--- src/rtl/edge_update_sched.sv ---
// Edge-update scheduler: buffers host (src, dst, weight) updates in a FIFO and feeds
// them one at a time to the Bellman-Ford container with a reset/start/done handshake.
module edge_update_sched #(
  parameter int VTX_W    = 4,
  parameter int WEIGHT_W = 32,
  parameter int DEPTH    = 8,
  parameter int TIMEOUT  = 4096
) (
  input  logic                clk,
  input  logic                reset,
  input  logic                chipselect,
  input  logic                write,
  input  logic                read,
  input  logic [2:0]          address,
  input  logic [WEIGHT_W-1:0] writedata,
  output logic [31:0]         readdata,
  output logic [VTX_W-1:0]    bf_src,
  output logic [VTX_W-1:0]    bf_dst,
  output logic [WEIGHT_W-1:0] bf_weight,
  output logic                bf_reset,
  output logic                bf_start,
  input  logic                bf_done,
  output logic                busy
);

  localparam int PTR_W   = $clog2(DEPTH);
  localparam int CNT_W   = PTR_W + 1;
  localparam int WAIT_W  = $clog2(TIMEOUT);
  localparam int ENTRY_W = 2 * VTX_W + WEIGHT_W;
  localparam logic [WAIT_W-1:0] WAIT_LAST = WAIT_W'(TIMEOUT - 1);

  localparam logic [1:0] S_IDLE  = 2'd0;
  localparam logic [1:0] S_RST   = 2'd1;
  localparam logic [1:0] S_START = 2'd2;
  localparam logic [1:0] S_WAIT  = 2'd3;

  logic [1:0]         state;
  logic [ENTRY_W-1:0] fifo_mem [DEPTH];
  logic [PTR_W-1:0]   wr_ptr;
  logic [PTR_W-1:0]   rd_ptr;
  logic [CNT_W-1:0]   count;
  logic [VTX_W-1:0]   stage_src;
  logic [VTX_W-1:0]   stage_dst;
  logic               overflow;
  logic               timeout_flag;
  logic [WAIT_W-1:0]  wait_cnt;
  logic [31:0]        completed;

  logic bus_wr, bus_rd, empty, full, pop, push_req, push, flush;

  assign bus_wr   = chipselect & write;
  assign bus_rd   = chipselect & read;
  assign empty    = (count == '0);
  assign full     = (count == CNT_W'(DEPTH));
  assign pop      = (state == S_IDLE) && !empty;
  assign push_req = bus_wr && (address == 3'd1);
  // A full FIFO still accepts a push when the head leaves in the same cycle.
  assign push     = push_req && (!full || pop);
  assign flush    = bus_wr && (address == 3'd2) && writedata[2];

  assign bf_reset = (state == S_RST);
  assign bf_start = (state == S_START);
  assign busy     = (state != S_IDLE);

  always_ff @(posedge clk) begin
    if (push && !flush)
      fifo_mem[wr_ptr] <= {stage_src, stage_dst, writedata};
  end

  always_ff @(posedge clk) begin
    if (reset || flush) begin
      wr_ptr <= '0;
      rd_ptr <= '0;
      count  <= '0;
    end else begin
      if (push) wr_ptr <= wr_ptr + PTR_W'(1);
      if (pop)  rd_ptr <= rd_ptr + PTR_W'(1);
      case ({push, pop})
        2'b10:   count <= count + CNT_W'(1);
        2'b01:   count <= count - CNT_W'(1);
        default: count <= count;
      endcase
    end
  end

  always_ff @(posedge clk) begin
    if (reset) begin
      stage_src <= '0;
      stage_dst <= '0;
      overflow  <= 1'b0;
    end else begin
      if (bus_wr && (address == 3'd0)) begin
        stage_src <= writedata[2*VTX_W-1:VTX_W];
        stage_dst <= writedata[VTX_W-1:0];
      end
      if (bus_wr && (address == 3'd2) && writedata[0])
        overflow <= 1'b0;
      else if (push_req && full && !pop)
        overflow <= 1'b1;
    end
  end

  // Sequencer: operands stay on the bus from LOAD until the next LOAD.
  always_ff @(posedge clk) begin
    if (reset) begin
      state        <= S_IDLE;
      bf_src       <= '0;
      bf_dst       <= '0;
      bf_weight    <= '0;
      wait_cnt     <= '0;
      completed    <= '0;
      timeout_flag <= 1'b0;
    end else begin
      if (bus_wr && (address == 3'd2) && writedata[1])
        timeout_flag <= 1'b0;
      case (state)
        S_IDLE: begin
          if (pop) begin
            {bf_src, bf_dst, bf_weight} <= fifo_mem[rd_ptr];
            state <= S_RST;
          end
        end
        S_RST:   state <= S_START;
        S_START: begin
          wait_cnt <= '0;
          state    <= S_WAIT;
        end
        S_WAIT: begin
          if (bf_done) begin
            completed <= completed + 32'd1;
            state     <= S_IDLE;
          end else if (wait_cnt == WAIT_LAST) begin
            timeout_flag <= 1'b1;
            state        <= S_IDLE;
          end else begin
            wait_cnt <= wait_cnt + WAIT_W'(1);
          end
        end
        default: state <= S_IDLE;
      endcase
    end
  end

  always_ff @(posedge clk) begin
    if (reset) begin
      readdata <= '0;
    end else if (bus_rd) begin
      case (address)
        3'd0:    readdata <= {16'b0, 8'(count), 3'b0, timeout_flag, overflow, busy, full, empty};
        3'd1:    readdata <= completed;
        default: readdata <= '0;
      endcase
    end
  end

endmodule

--- config.mk ---
export PLATFORM = sky130hd
export DESIGN_NAME = edge_update_sched
export DESIGN_NICKNAME = d
export VERILOG_FILES = /design/src/rtl/edge_update_sched.sv
export SDC_FILE = /design/constraint.sdc
export NUM_CORES = 1
export LEC_CHECK = 0
export CORE_MARGIN = 3
export CORE_UTILIZATION = 43
export DETAILED_ROUTE_END_ITERATION = 6
export GPL_TIMING_DRIVEN = 0
export SETUP_SLACK_MARGIN = 0.15
export SLEW_MARGIN = 20
export SYNTH_ARGS = -nofsm -noshare
export SYNTH_HDL_FRONTEND = slang
export SYNTH_SLANG_ARGS = --single-unit
--- constraint.sdc ---
create_clock -name clk -period 8.7 [get_ports clk]
set_input_delay 1.74 -clock clk [delete_from_list [all_inputs] [get_ports clk]]
set_output_delay 1.74 -clock clk [all_outputs]
set_load 0.05 [all_outputs]
Word level (Yosys, flattened, before mapping)
Memory sizes are Yosys's and may differ from the RTL's. A register that Yosys moved wholly into a read port is not among the register bits.
Index checks and enable logic that the tools add are counted.
- word-level logic and storage cells: 76
- bits in read-only memories: 0
- memories kept: 1
- latch bits: 0
- bits of input ports: 41
- memory bits (writable): 320
- register bits after elaboration: 98
- output and inout bits: 75
- memories (name ; words ; bits a word ; read ports ; clocked after memory_dff ; wr ports ; line ; text):
    fifo_mem ; 8 ; 40 ; 1 ; 1 ; 1 ; 38 ; logic [ENTRY_W-1:0] fifo_mem [DEPTH];
- bitwise logic cells: 2
- reduce and logical (&&, ||, !) cells: 28
- div/mod/pow operators: 0
- equal/unequal tests: 13
- add/subtract/negate cells: 6
- $lt $le $gt $ge: 0
- multiplexer cells: 15
- $mul: 0
- shifts and indexed selects: 0
- operators with widths (kind ; number):
    one-hot mux 32 bit (2 select lines) ; 1
    adder 32 x 1 -> 32 bit (second input constant) ; 1
    2-to-1 mux 12 bit ; 2
    one-hot mux 12 bit (2 select lines) ; 1
    adder 12 x 1 -> 12 bit (second input constant) ; 1
    == test 12 bit (second input constant) ; 1
    logical AND 1 bit ; 11
    one-hot mux 2 bit (4 select lines) ; 1
    one-hot mux 4 bit (2 select lines) ; 1
    adder 3 x 1 -> 3 bit (second input constant) ; 2
    == test 2 bit (second input constant) ; 3
    2-to-1 mux 1 bit ; 6
    2-to-1 mux 2 bit ; 3
    inequality test 2 bit (second input constant) ; 3
    AND reduction 2 bit ; 3
    nonzero test 2 bit ; 3
    adder 4 x 1 -> 4 bit (second input constant) ; 1
    == test 2 x 1 -> 1 bit (second input constant) ; 2
    == test 4 bit (second input constant) ; 1
    zero test 1 bit ; 4
    zero test 4 bit ; 1
    subtractor 4 x 1 -> 4 bit (second input constant) ; 1
    == test 3 x 1 -> 1 bit (second input constant) ; 1
    == test 3 x 2 -> 1 bit (second input constant) ; 1
    7 further kinds ; 9

Depth between registers and ports, before layout
- word-level depth: 8
- depth in mapped cells: 13
- gate-level depth less buffers: 10

Least setup slack after synthesis
No wires, ideal clock.
- path kind: input-to-reg
- start point: input address[0]
- end point: memory fifo_mem[0][0] (netlist bit), enable pin
- slack: 2.032 ns
- setup time: 0.538 ns
- stages on the path: 3
- required time: 8.162 ns
- data arrival time: 6.131 ns
- buffers on the path: 1
- cells stage by stage: clkbuf_1 -> o211ai_2 -> nor4_1
- cells in the longest elaborated chain, start to end: 7
- elaborated cells on any way between the ends: 10
- classes of those cells: 2 x eq/ne; 2 x mux; 6 x reduce/logical
- RTL lines (element ; line ; text):
    start: declaration ; 14 ; input logic [2:0] address,
    == test 3 x 2 -> 1 bit ; 59 ; assign flush = bus_wr && (address == 3'd2) && writedata[2];
    logical AND 1 bit (2 in series) ; 59 ;
    zero test 1 bit ; 66 ; if (push && !flush)
    logical AND 1 bit * ; 66 ;
    2-to-1 mux 1 bit * ; 66 ;
    2-to-1 mux 1 bit (not written as such) * ; 67 ; fifo_mem[wr_ptr] <= {stage_src, stage_dst, writedata};
    end: declaration ; 38 ;
Mark *: on every way between the ends. The rest lies on a longest branch, timed or not.

Final worst setup path
- start point: input chipselect
- end point: memory fifo_mem[4][23] (netlist bit), enable pin
- cells in the longest elaborated chain, start to end: 7
- elaborated cells on any way between the ends: 9
- classes of those cells: 2 x mux; 1 x bitwise; 6 x reduce/logical
- RTL lines (element ; line ; text):
    start: declaration ; 11 ; input logic chipselect,
    bitwise AND 1 bit * ; 51 ; assign bus_wr = chipselect & write;
    logical AND 1 bit (2 in series) ; 59 ;
    zero test 1 bit ; 66 ;
    logical AND 1 bit * ; 66 ;
    2-to-1 mux 1 bit * ; 66 ;
    2-to-1 mux 1 bit (not written as such) * ; 67 ;
Marks and branches as above.

==> impl_metrics.env <==
export IMPL_min_period_ns=4.66
export IMPL_synth_edf_count=320
export IMPL_cp_depth=10
export IMPL_end_kind="flip-flop"
export IMPL_start_kind="input pin"
export IMPL_power_switching_mw=1.79
export IMPL_grt_pass1_wl_um=62100
export IMPL_synth_seq_area_share=0.698
export IMPL_worstPathArrival_ns=4.94
export IMPL_initial_core_util=0.441
export IMPL_drcViolationCount=0
export IMPL_finalMaxSlewViolations=0
export IMPL_syn_area_mm2=0.0177
export IMPL_outcome="finished, final reports clean"
export IMPL_worst_slack_ns=4.04
export IMPL_die_w_um=209
export IMPL_cpPeakStageDelay_ns=0.63
export IMPL_powerDensity_mw_per_mm2=276
export IMPL_grt_setup_unrepaired="no"
export IMPL_yosysMostFrequentCell="edfxtp_1"
export IMPL_pre_cts_slack_ns=3.47
export IMPL_post_cts_buffers=0
export IMPL_grt_pass1_vias=10300
export IMPL_min_from="completed[28]$_SDFFE_PP0P_"
export IMPL_fin_crit_sh=0.535
export IMPL_cts_tree="yes"
export IMPL_cts_root_buf="clkbuf_16"
export IMPL_clk_pin_slew_ns=0.06
export IMPL_crit_fanout=9
export IMPL_cts_buffers=47
export IMPL_num_antenna_cells=0
export IMPL_htree_levels=2
export IMPL_die_area_mm2=0.0437
export IMPL_antenna_found_initial=0
export IMPL_critPathLaunch="chipselect"
export IMPL_synth_common_cells="edfxtp_1 (320), dfxtp_1 (138), nor2_1 (112)"
export IMPL_cts_sinks=458
export IMPL_netlist_top_cells_area="edfxtp_1 (54%), dfxtp_1 (16%), mux4_2 (10%)"
export IMPL_fillers=3304
export IMPL_drt_initial_drc_count=712
export IMPL_syn_num_nets=1163
export IMPL_relSlewSlack=0.376
export IMPL_avgViaCountPerCell=5.50
export IMPL_critPathRequiredTime_ns=8.98
export IMPL_cts_resized=0
export IMPL_worstPathCellList="clkdlybuf4s50_1 -> and4bb_2 -> o211ai_2 -> or2_2 -> nor3_2 -> buf_6 -> buf_6 -> buf_4 -> buf_6 -> buf_4"
export IMPL_synthFlopType="edfxtp_1"
export IMPL_place_congestion=0.814
export IMPL_fp_row_count=73
export IMPL_drt_total_wl_um=39900
export IMPL_hp_class="flip-flop to flip-flop"
export IMPL_skew_ns=0.0222
export IMPL_internal_power_mw=4.18
export IMPL_avgRoutedWirePerCell_um=21.3
export IMPL_yosysWarnings=0
export IMPL_p_clk_frac=0.348
export IMPL_yosys_area_top_type="edfxtp_1"
export IMPL_portBuffers=114
export IMPL_vias=10300
export IMPL_worst_path_most_repeated_cell="buf_6"
export IMPL_synth_top_area_frac=0.542
export IMPL_hold_viol=0
export IMPL_overflow=0
export IMPL_critical_path_top_delay_family="buffers and inverters"
export IMPL_p_sw_frac=0.299
export IMPL_layout_drive_gt1_share=0.177
export IMPL_clock_latency_ns=0.59
export IMPL_cts_hold_buf=0
export IMPL_cp_slowest_cell="clkdlybuf4s50_1"
export IMPL_finish_net_count=1366
export IMPL_ys_types=55
export IMPL_grt_max_degree=19
export IMPL_synthArstFlopShare=0
export IMPL_vdd_ir_drop_max_v=0.000214
export IMPL_worstMarginPinSlew_ns=0.935
export IMPL_combPwrFrac=0.233
export IMPL_fmax_ghz=0.215
export IMPL_synthCells=1110
export IMPL_drv_cap=0
export IMPL_min_path_cells=2
export IMPL_setup_viol=0
export IMPL_finalPower_mw=5.97
export IMPL_drtAntennaViolNets=0
export IMPL_worstSetupPathType="input pin to flip-flop"
export IMPL_hpwlAfterDp_um=26500
export IMPL_cp_num_buf_inv=6
export IMPL_syn_avg_cell_area_um2=16.0
export IMPL_io_pins=116
export IMPL_clockBufferDepth=3
export IMPL_die_h_um=209
export IMPL_worstReg2RegStart="state[1]$_SDFFE_PP0P_"
export IMPL_final_util=0.538
export IMPL_grt_usage=0.184
export IMPL_syn_to_final_growth_pct=22.0
export IMPL_drtPass1Iterations=5
export IMPL_core_mm2=0.0402
export IMPL_power_leakage_nw=6.89
export IMPL_pwr_share_seq=0.419
export IMPL_worstRegToRegCells=13
export IMPL_ys_ff_latch=458
[path summary, 6_finish.rpt]
| check | slack (ns) | endpoint |
|---|---|---|
| setup reg to reg | 4.94 | count[2]$_SDFFE_PP0P_ |
| setup / recovery | 4.04 | fifo_mem[4][23]$_DFFE_PP_ |
| hold / removal | 0.49 | completed[28]$_SDFFE_PP0P_ |
| hold reg to reg | 0.49 | completed[28]$_SDFFE_PP0P_ |
[kinds of logic after synthesis]
| group | Yosys count | synth area share |
|---|---|---|
| AO/OA/AOI/OAI | 166 | 0.0647 |
| AND/OR/NAND/NOR | 237 | 0.0668 |
| flip-flops | 458 | 0.698 |
| XOR/XNOR | 16 | 0.00791 |
| adder cells (fa/ha/maj) | 12 | 0.00847 |
| buffers and inverters | 82 | 0.0185 |
| multiplexers | 139 | 0.136 |
[power groups by stage]
| stage | sequential (mW) | clock (mW) | combinational (mW) |
|---|---|---|---|
| 6_report | 2.50 | 2.08 | 1.39 |
| 5_1_grt | 2.51 | 2.22 | 1.50 |
| 4_1_cts | 2.50 | 2.13 | 1.42 |
| 3_5_place_dp | 2.55 | 0 | 1.42 |
| 3_3_place_gp | 2.55 | 0 | 1.40 |
| 2_1_floorplan | 2.81 | 0 | 0.696 |
[worst register-to-register path: cells and delay by family (launching register included)]
family,cells,cell delay (ns)
adders and majority gates,3,0.73
and+or+nand+nor,1,0.31
DFF,1,0.32
buffers and inverters,4,1.53
xor gates and xnor gates,2,0.34
AOI/OAI and AO/OA,3,0.48
[metal layers]
layer	up-vias	GRT usage	routed length (µm)
li1	4792	-	-
met1	5208	0.255	17600
met2	259	0.302	19300
met3	53	0.0341	2260
met4	0	0.0480	689
met5	-	0	0
[flip-flops by register name (all words and copies together), names as in the netlist]
name	cells
state	2
wr_ptr	3
bf_weight	32
stage_src	4
wait_cnt	12
overflow	1
bf_src	4
count	4
fifo_mem	320
readdata	32
completed	32
rd_ptr	3
bf_dst	4
stage_dst	4
timeout_flag	1
[layout make-up]
cell class	count	area, µm²	share of cell area
tap	525	657	0.0304
clock inverter	32	378	0.0175
inverter	13	48.8	0.00226
timing repair buffer	154	1570	0.0726
clock buffer	55	1250	0.0576
sequential	458	12400	0.572
buffer	69	279	0.0129
multi-input combinational	570	5070	0.235
[metrics by stage]
stage | instances | TNS (ns) | hold slack (ns) | cell area, µm²
CTS | 1876 | 0 | 0.490 | 21600
detailed placement | 1789 | 0 | 0.480 | 20000
global placement | 1749 | -256.04 | 0.471 | 19500
finish | 1876 | 0 | 0.489 | 21600
global route | 1876 | 0 | 0.499 | 21600
floorplan | 1110 | 0 | 0.448 | 17700
[placed cells by master, fill, tap and decap left out, drive strengths merged, types with 9 or more instances in the layout]
cell type,instances
a211oi,40
a21oi,35
a22oi,34
buf,55
clkbuf,109
clkdlybuf4s50,114
clkinv,21
dfxtp,138
edfxtp,320
ha,12
inv,15
mux2i,51
mux4,80
nand2,23
nand3,19
nand4,11
nor2,112
nor3,10
o21ai,18
o31ai,14
or3,12
or4,14
xnor2,9
Power figures use the tool's default switching activity.
